`src/rtl/fifo_stream_reader_pkg.sv`:
```
// Shared constants and types for the FIFO-to-stream reader.
package fifo_pkg;

    localparam int DEFAULT_WIDTH     = 8;
    localparam int DEFAULT_BURST_LEN = 4;

    typedef logic [15:0] count16_t;

    // Beat counter width; a single-word burst still needs one bit to exist.
    function automatic int beat_width(input int burst_len);
        return (burst_len > 1) ? $clog2(burst_len) : 1;
    endfunction

endpackage

```
`src/rtl/fifo_stream_reader_if.sv`:
```
// FIFO read port plus output stream, bundled for the reader and its environment.
interface fifo_stream_reader_if
    import fifo_pkg::*;
#(
    parameter int WIDTH = DEFAULT_WIDTH
) ();

    logic             fifo_empty;
    logic [WIDTH-1:0] fifo_data;
    logic             fifo_rd_en;

    // Stream handshake: a word moves on every clock edge where m_valid and
    // m_ready are both high. Once m_valid rises it stays high, with m_data and
    // m_last unchanged, until that transfer happens; m_valid never waits on m_ready.
    logic             m_valid;
    logic             m_ready;
    logic [WIDTH-1:0] m_data;
    logic             m_last;

    modport master (
        input  fifo_empty, fifo_data, m_ready,
        output fifo_rd_en, m_valid, m_data, m_last
    );

    modport slave (
        output fifo_empty, fifo_data, m_ready,
        input  fifo_rd_en, m_valid, m_data, m_last
    );

endinterface

```
`src/rtl/fifo_stream_reader_skid_buf.sv`:
```
// Two-entry in-order buffer between the FIFO read data and the output stream.
module stream_skid_buf
    import fifo_pkg::*;
#(
    parameter int WIDTH = DEFAULT_WIDTH
) (
    input  logic             clk,
    input  logic             rst,
    input  logic             push,
    input  logic [WIDTH-1:0] push_data,
    input  logic             pop,
    output logic [1:0]       occ,
    output logic [WIDTH-1:0] head_data
);

    logic [WIDTH-1:0] mem [2];
    logic             wr_ptr;
    logic             rd_ptr;
    logic [1:0]       occ_q;
    logic             pop_ok;
    logic             push_ok;

    // The issuer never oversubscribes; these guards only keep the pointers sane.
    assign pop_ok  = pop & (occ_q != 2'd0);
    assign push_ok = push & ((occ_q != 2'd2) | pop_ok);

    always_ff @(posedge clk or negedge rst) begin
        if (!rst) begin
            mem[0] <= '0;
            mem[1] <= '0;
            wr_ptr <= 1'b0;
            rd_ptr <= 1'b0;
            occ_q  <= 2'd0;
        end else begin
            if (push_ok) begin
                mem[wr_ptr] <= push_data;
                wr_ptr      <= ~wr_ptr;
            end
            if (pop_ok) begin
                rd_ptr <= ~rd_ptr;
            end
            occ_q <= occ_q + {1'b0, push_ok} - {1'b0, pop_ok};
        end
    end

    assign occ       = occ_q;
    assign head_data = mem[rd_ptr];

endmodule

```
`src/rtl/fifo_stream_reader.sv`:
```
// Reads a synchronous FIFO and presents its words as a valid/ready stream
// with burst framing (m_last) and a running transfer count.
module fifo_stream_reader
    import fifo_pkg::*;
#(
    parameter int WIDTH     = DEFAULT_WIDTH,
    parameter int BURST_LEN = DEFAULT_BURST_LEN
) (
    input  logic                        clk,
    input  logic                        rst,
    input  logic                        enable,
    fifo_stream_reader_if.master        bus,
    output count16_t                    words_sent
);

    localparam int                BEAT_W    = beat_width(BURST_LEN);
    localparam logic [BEAT_W-1:0] LAST_BEAT = BEAT_W'(BURST_LEN - 1);

    logic              run_q;
    logic              inflight_q;
    logic [BEAT_W-1:0] beat_q;
    count16_t          sent_q;
    logic [1:0]        occ;
    logic [2:0]        pending;
    logic              xfer;
    logic              room;
    logic              rd_en;
    logic [WIDTH-1:0]  head_data;

    assign xfer    = bus.m_valid & bus.m_ready;
    assign pending = {1'b0, occ} + {2'b0, inflight_q};

    // A read is safe if the word it returns will find a free slot, counting
    // the word already in flight and any slot freed by this cycle's transfer.
    assign room  = (pending < 3'd2) | ((pending == 3'd2) & xfer);
    // run_q holds reads off until the first edge after reset is released.
    assign rd_en = run_q & enable & ~bus.fifo_empty & room;

    always_ff @(posedge clk or negedge rst) begin
        if (!rst) begin
            run_q      <= 1'b0;
            inflight_q <= 1'b0;
            beat_q     <= '0;
            sent_q     <= '0;
        end else begin
            run_q      <= 1'b1;
            inflight_q <= rd_en;
            if (xfer) begin
                beat_q <= (beat_q == LAST_BEAT) ? '0 : beat_q + 1'b1;
                sent_q <= sent_q + 16'd1;
            end
        end
    end

    stream_skid_buf #(
        .WIDTH (WIDTH)
    ) u_buf (
        .clk       (clk),
        .rst       (rst),
        .push      (inflight_q),
        .push_data (bus.fifo_data),
        .pop       (xfer),
        .occ       (occ),
        .head_data (head_data)
    );

    assign bus.fifo_rd_en = rd_en;
    assign bus.m_valid    = (occ != 2'd0);
    assign bus.m_data     = head_data;
    assign bus.m_last     = bus.m_valid & (beat_q == LAST_BEAT);
    assign words_sent     = sent_q;

endmodule

```
`src/flat_wrapper.sv`:
```
// flat-port wrapper written by rule: the top's interface ports become plain ports
module fifo_stream_reader_flat import fifo_pkg::*;
#(
    parameter int WIDTH     = DEFAULT_WIDTH,
    parameter int BURST_LEN = DEFAULT_BURST_LEN
)
  (clk, rst, enable, words_sent, bus_fifo_empty, bus_fifo_data, bus_m_ready, bus_fifo_rd_en, bus_m_valid, bus_m_data, bus_m_last);
  fifo_stream_reader_if #(.WIDTH(WIDTH)) bus_i ();
  input  logic clk;
  input  logic rst;
  input  logic enable;
  output count16_t words_sent;
  input wire logic [$bits(bus_i.fifo_empty)-1:0] bus_fifo_empty;
  input wire logic [$bits(bus_i.fifo_data)-1:0] bus_fifo_data;
  input wire logic [$bits(bus_i.m_ready)-1:0] bus_m_ready;
  output wire logic [$bits(bus_i.fifo_rd_en)-1:0] bus_fifo_rd_en;
  output wire logic [$bits(bus_i.m_valid)-1:0] bus_m_valid;
  output wire logic [$bits(bus_i.m_data)-1:0] bus_m_data;
  output wire logic [$bits(bus_i.m_last)-1:0] bus_m_last;
  assign bus_i.fifo_empty = bus_fifo_empty;
  assign bus_i.fifo_data = bus_fifo_data;
  assign bus_i.m_ready = bus_m_ready;
  assign bus_fifo_rd_en = bus_i.fifo_rd_en;
  assign bus_m_valid = bus_i.m_valid;
  assign bus_m_data = bus_i.m_data;
  assign bus_m_last = bus_i.m_last;
  fifo_stream_reader #(.WIDTH(WIDTH), .BURST_LEN(BURST_LEN)) u_core (.clk(clk), .rst(rst), .enable(enable), .bus(bus_i), .words_sent(words_sent));
endmodule
```
`config.mk`:
```
export PLATFORM = sky130hd
export DESIGN_NAME = fifo_stream_reader_flat
export DESIGN_NICKNAME = d
export VERILOG_FILES = /design/src/rtl/fifo_stream_reader_pkg.sv /design/src/rtl/fifo_stream_reader_if.sv /design/src/rtl/fifo_stream_reader_skid_buf.sv /design/src/rtl/fifo_stream_reader.sv /design/src/flat_wrapper.sv
export SDC_FILE = /design/constraint.sdc
export NUM_CORES = 1
export LEC_CHECK = 0
export CORE_MARGIN = 5
export CORE_UTILIZATION = 53
export CTS_BUF_LIST = sky130_fd_sc_hd__clkbuf_8 sky130_fd_sc_hd__clkbuf_16
export DETAILED_ROUTE_END_ITERATION = 12
export GPL_TIMING_DRIVEN = 0
export PLACE_DENSITY = 0.83
export SYNTH_ARGS = -nofsm -noshare
export SYNTH_HDL_FRONTEND = slang
export SYNTH_SLANG_ARGS = --single-unit
```
`constraint.sdc`:
```
create_clock -name clk -period 4.9 [get_ports clk]
set_input_delay 0.98 -clock clk [delete_from_list [all_inputs] [get_ports clk]]
set_output_delay 0.98 -clock clk [all_outputs]
set_load 0.03 [all_outputs]
```
Word level (Yosys, flattened, before mapping)
Cells that the tools add are included.

word-level totals
  register bits = 40
  bits in latches = 0
  RAM bits = 0
  memory bits (read-only) = 0
  output and inout port bits = 27
  logic and storage cells = 45
  memories kept = 0

operators by class
  $add $sub $neg = 5
  multiply operators = 0
  div/mod/pow operators = 0
  $lt $le $gt $ge = 4
  equal/unequal tests = 3
  shift operators = 0
  multiplexer cells = 7
  bitwise operators = 15
  reductions and logical operators = 2

operators with widths
  cell                     count
  $mux W8                  4
  $add A16 B1 Y16 const B  1
  $bwmux W16               1
  $and A1 B1 Y1            8
  $demux W8 S1             1
  $ge A2 B2 Y1 const B     2
  $not A1 Y2               2
  $add A2 B1 Y3            1
  $eq A3 B2 Y1 const B     1
  $lt A3 B2 Y1 const B     1
  $not A1 Y1               3
  $add A2 B1 Y2            1
  $add A2 B1 Y2 const B    1
  $eq A2 B2 Y1 const B     1
  $lt A2 B1 Y1 const B     1
  $mux W2                  1
  $ne A2 B2 Y1 const B     1
  $or A1 B1 Y1             2
  $reduce_bool A2 Y1       1
  $sub A2 B1 Y2            1
  $logic_and A1 B1 Y1      1

Longest topological paths before layout
  word-level depth = 7
  mapped depth = 9
  depth with buffers taken out = 8

Hierarchy
A second synthesis with hierarchy kept.

second synthesis, totals
  cell total of the unflattened synthesis = 139
  area total of the unflattened synthesis = 1829.3 µm²

by module, submodules not included
  module              times used  cells each  area each (µm²)  sequential area each (µm²)
  fifo_stream_reader  1           81          929.6            500.5
  stream_skid_buf     1           58          899.6            500.5

Worst setup path before layout
OpenSTA, ideal clock, no wires.

  kind = input to output
  from = input bus_m_ready
  to = output bus_fifo_rd_en
  arrival = 2.003 ns
  required time = 3.920 ns
  setup slack = 1.917 ns
  stages = 5
  path buffers = 1
  path through = nand2_4 inv_2 buf_6 a31oi_1 nor3_1

between the ends
  cells in the longest elaborated chain, start to end = 4

ends and longest elaborated chain
  element               RTL line                           text
  from (decl)           flat_wrapper.sv:15                 input wire logic [$bits(bus_i.m_ready)-1:0] bus_m_ready;
  $and A1 B1 Y1         fifo_stream_reader.sv:30           assign xfer = bus.m_valid & bus.m_ready;
  via u_core.u_buf.pop  fifo_stream_reader_skid_buf.sv:11  input logic pop,
  $and A1 B1 Y1         fifo_stream_reader.sv:35           assign room = (pending < 3'd2) | ((pending == 3'd2) & xfer);
  $or A1 B1 Y1          fifo_stream_reader.sv:35
  $and A1 B1 Y1         fifo_stream_reader.sv:37           assign rd_en = run_q & enable & ~bus.fifo_empty & room;
  to (decl)             flat_wrapper.sv:16                 output wire logic [$bits(bus_i.fifo_rd_en)-1:0] bus_fifo_rd_en;

The timed path passes the listed nets, and every way through them passes these cells.

Worst setup path after layout
Ends and elaborated chain as after synthesis.

==> impl_metrics.env <==
export IMPL_clkLatencyLatePin_ns=0.29
export IMPL_num_rows=21
export IMPL_hold_class="flip-flop to flip-flop"
export IMPL_post_cts_resized=0
export IMPL_power_leakage_nw=1.05
export IMPL_fin_skew_ns=0.00435
export IMPL_synth_seq_cells=40
export IMPL_critPathMaxFanout=10
export IMPL_tns_ns=0
export IMPL_num_antenna_cells=0
export IMPL_grt_pass1_vias=1237
export IMPL_cts_tree="built"
export IMPL_max_cap_violations=0
export IMPL_placed_area_um2=2270
export IMPL_cts_root_buf="clkbuf_8"
export IMPL_grt_pass1_wl_mm=5.73
export IMPL_ios=40
export IMPL_gp_congestion=0.751
export IMPL_layout_cells_non_filler=229
export IMPL_drc=0
export IMPL_area_growth_pct=30.5
export IMPL_synth_distinct_cells=29
export IMPL_clk_pin_slew_ns=0.08
export IMPL_yosys_warnings=0
export IMPL_vias=1148
export IMPL_ys_seq_area_share_pct=54.8
export IMPL_cts_hold_buffers=0
export IMPL_min_period_over_period_pct=81.4
export IMPL_postSynthAreaPerCell_um2=13.4
export IMPL_crit_path_end_kind="primary output"
export IMPL_synth_ff_type="dfrtp_1"
export IMPL_syn_inst=136
export IMPL_cts_setup_buffers=0
export IMPL_vdd_drop_max_mv=0.374
export IMPL_clock_path_buffers=2
export IMPL_io_buffers=39
export IMPL_drtPass1Iterations=4
export IMPL_drt_iter0_markers=19
export IMPL_report_final_hold_viol_count=0
export IMPL_synth_area_um2=1830
export IMPL_critPathKind="input port to primary output"
export IMPL_grt_max_degree=41
export IMPL_start_util_pct=54.7
export IMPL_r2r_slack_ns=2.97
export IMPL_cts_buffers=5
export IMPL_crit_path_start_kind="input port"
export IMPL_final_area_um2=2380
export IMPL_dp_cells=221
export IMPL_slew_limit_headroom_pct=42.9
export IMPL_clock_sink_count=40
export IMPL_vias_per_cell=5.01
export IMPL_power_density_nw_per_um2=607
export IMPL_overflow=0
export IMPL_wirelength_mm=3.35
export IMPL_layout_drive_gt1_share_pct=24.6
export IMPL_tightest_slew_ns=0.857
export IMPL_h_tree_depth=2
export IMPL_clock_fmax_mhz=251
export IMPL_report_final_slew_viol_count=0
export IMPL_synth_edf_count=0
export IMPL_grt_setup_unrepaired="no"
export IMPL_core_um2=3340
export IMPL_min_period_ns=3.99
export IMPL_detail_route_wl_per_cell_um=14.6
export IMPL_async_reset_ff_share_pct=100
export IMPL_final_nets=202
export IMPL_setup_viol=0
export IMPL_die_height_um=68.7
export IMPL_required_ns=3.92
export IMPL_die_w_um=68.7
export IMPL_status="finished clean"
export IMPL_hpwl_mm=2.44
export IMPL_dieArea_um2=4720
export IMPL_arrival_ns=3.01
export IMPL_ant_nets=0
export IMPL_grt_antenna_before_repair=0
export IMPL_synth_fp_nets=156
export IMPL_track_usage_pct=16.7
export IMPL_whs_ns=0.471
-- cell usage in the layout (no fill, tap or decap), types with 2 or more instances in the layout --
cell type / Yosys / layout
and3_1: 2 / 2
and4_1: 3 / 3
clkbuf_8: 0 / 5
clkdlybuf4s50_1: 0 / 38
dfrtp_1: 40 / 40
ha_1: 7 / 7
inv_1: 3 / 3
mux2_2: 24 / 24
nand2_1: 13 / 13
nand3_1: 4 / 4
nand4_1: 2 / 2
nor3_1: 2 / 2
xnor2_1: 16 / 16
xor2_1: 3 / 3
-- report_power, final --
group / internal [W] / total, W / switching (W)
logic: 0.000314 / 0.000644 / 0.000330
clock network: 0.000153 / 0.000269 / 0.000116
registers: 0.000445 / 0.000535 / 0.0000892
-- synth_stat cells (all sizes together), types with 2 or more instances --
| cell | instances | share of area [%] |
|---|---|---|
| and2 | 2 | 0.75 |
| and3 | 3 | 1.3 |
| and4 | 3 | 1.4 |
| buf | 2 | 1.0 |
| dfrtp | 40 | 55 |
| ha | 7 | 4.8 |
| inv | 4 | 0.82 |
| mux2 | 24 | 15 |
| nand2 | 14 | 3.3 |
| nand3 | 4 | 1.1 |
| nand4 | 3 | 1.4 |
| nor2 | 2 | 0.55 |
| nor3 | 2 | 0.55 |
| xnor2 | 16 | 7.7 |
| xor2 | 3 | 1.4 |
-- stage by stage --
stage               total power, W  util [%]  setup WS [ns]
floorplan                 0.000955         -           1.92
global placement           0.00116      68.2          0.887
detailed placement         0.00119      68.0          0.904
CTS                        0.00147      71.5          0.886
global route               0.00154      71.5          0.804
finish                     0.00145      71.5          0.913
-- sequential cells by signal (all words and copies together) (netlist names) --
register / cells
u_core.u_buf.wr_ptr: 1
u_core.run_q: 1
u_core.u_buf.occ: 2
u_core.inflight_q: 1
u_core.u_buf.mem: 16
u_core.u_buf.rd_ptr: 1
u_core.words_sent: 16
u_core.beat_q: 2
-- kinds of logic after synthesis --
kind of cell | after synthesis | synth area share, %
DFF | 40 | 54.8
adders and majority gates | 7 | 4.79
buffers and inverters | 7 | 2.05
muxes | 24 | 14.8
AOI/OAI and AO/OA | 4 | 3.43
other | 1 | 0.205
and+or+nand+nor | 34 | 10.8
xor gates and xnor gates | 19 | 9.11
-- critical path: stages --
cell and delay, ns:
clkdlybuf4s50_1 0.66, nand2_4 0.11, inv_2 0.08, buf_6 0.14
a31oi_1 0.09, nor3_1 0.23, clkdlybuf4s50_1 0.72
-- path summary, 6_finish.rpt --
| path | start | endpoint | cells past startpoint |
|---|---|---|---|
| worst min register to register | u_core.words_sent[15] | u_core.words_sent[15] | 1 |
| worst min-delay path | u_core.words_sent[15] | u_core.words_sent[15] | 1 |
| worst max register to register | u_core.u_buf.occ[0] | u_core.u_buf.occ[1] | 9 |
| min in group asynchronous | rst | u_core.u_buf.mem[3] | 1 |
| worst max-delay path | bus_m_ready | bus_fifo_rd_en | 7 |
| max in group asynchronous | rst | u_core.beat_q[0] | 1 |
-- layer usage --
metal  routed length (um)  vias up  global-route usage, %
li1                     -      552                      -
met1                 1480      562                   20.1
met2                 1630       29                   28.4
met3                  195        5                   4.54
met4                   37        0                   6.57
met5                    0        -                      0
-- layout make-up --
class | count | area [um2]
buffer | 3 | 22.5
clock buffer | 5 | 68.8
timing repair buffer | 39 | 385
multi-input combinational | 89 | 788
inverter | 4 | 15.0
sequential | 40 | 1000
fill | 250 | 952
tap | 46 | 57.6
clock inverter | 3 | 46.3
Note: power is estimated with default switching activity, not from simulation.
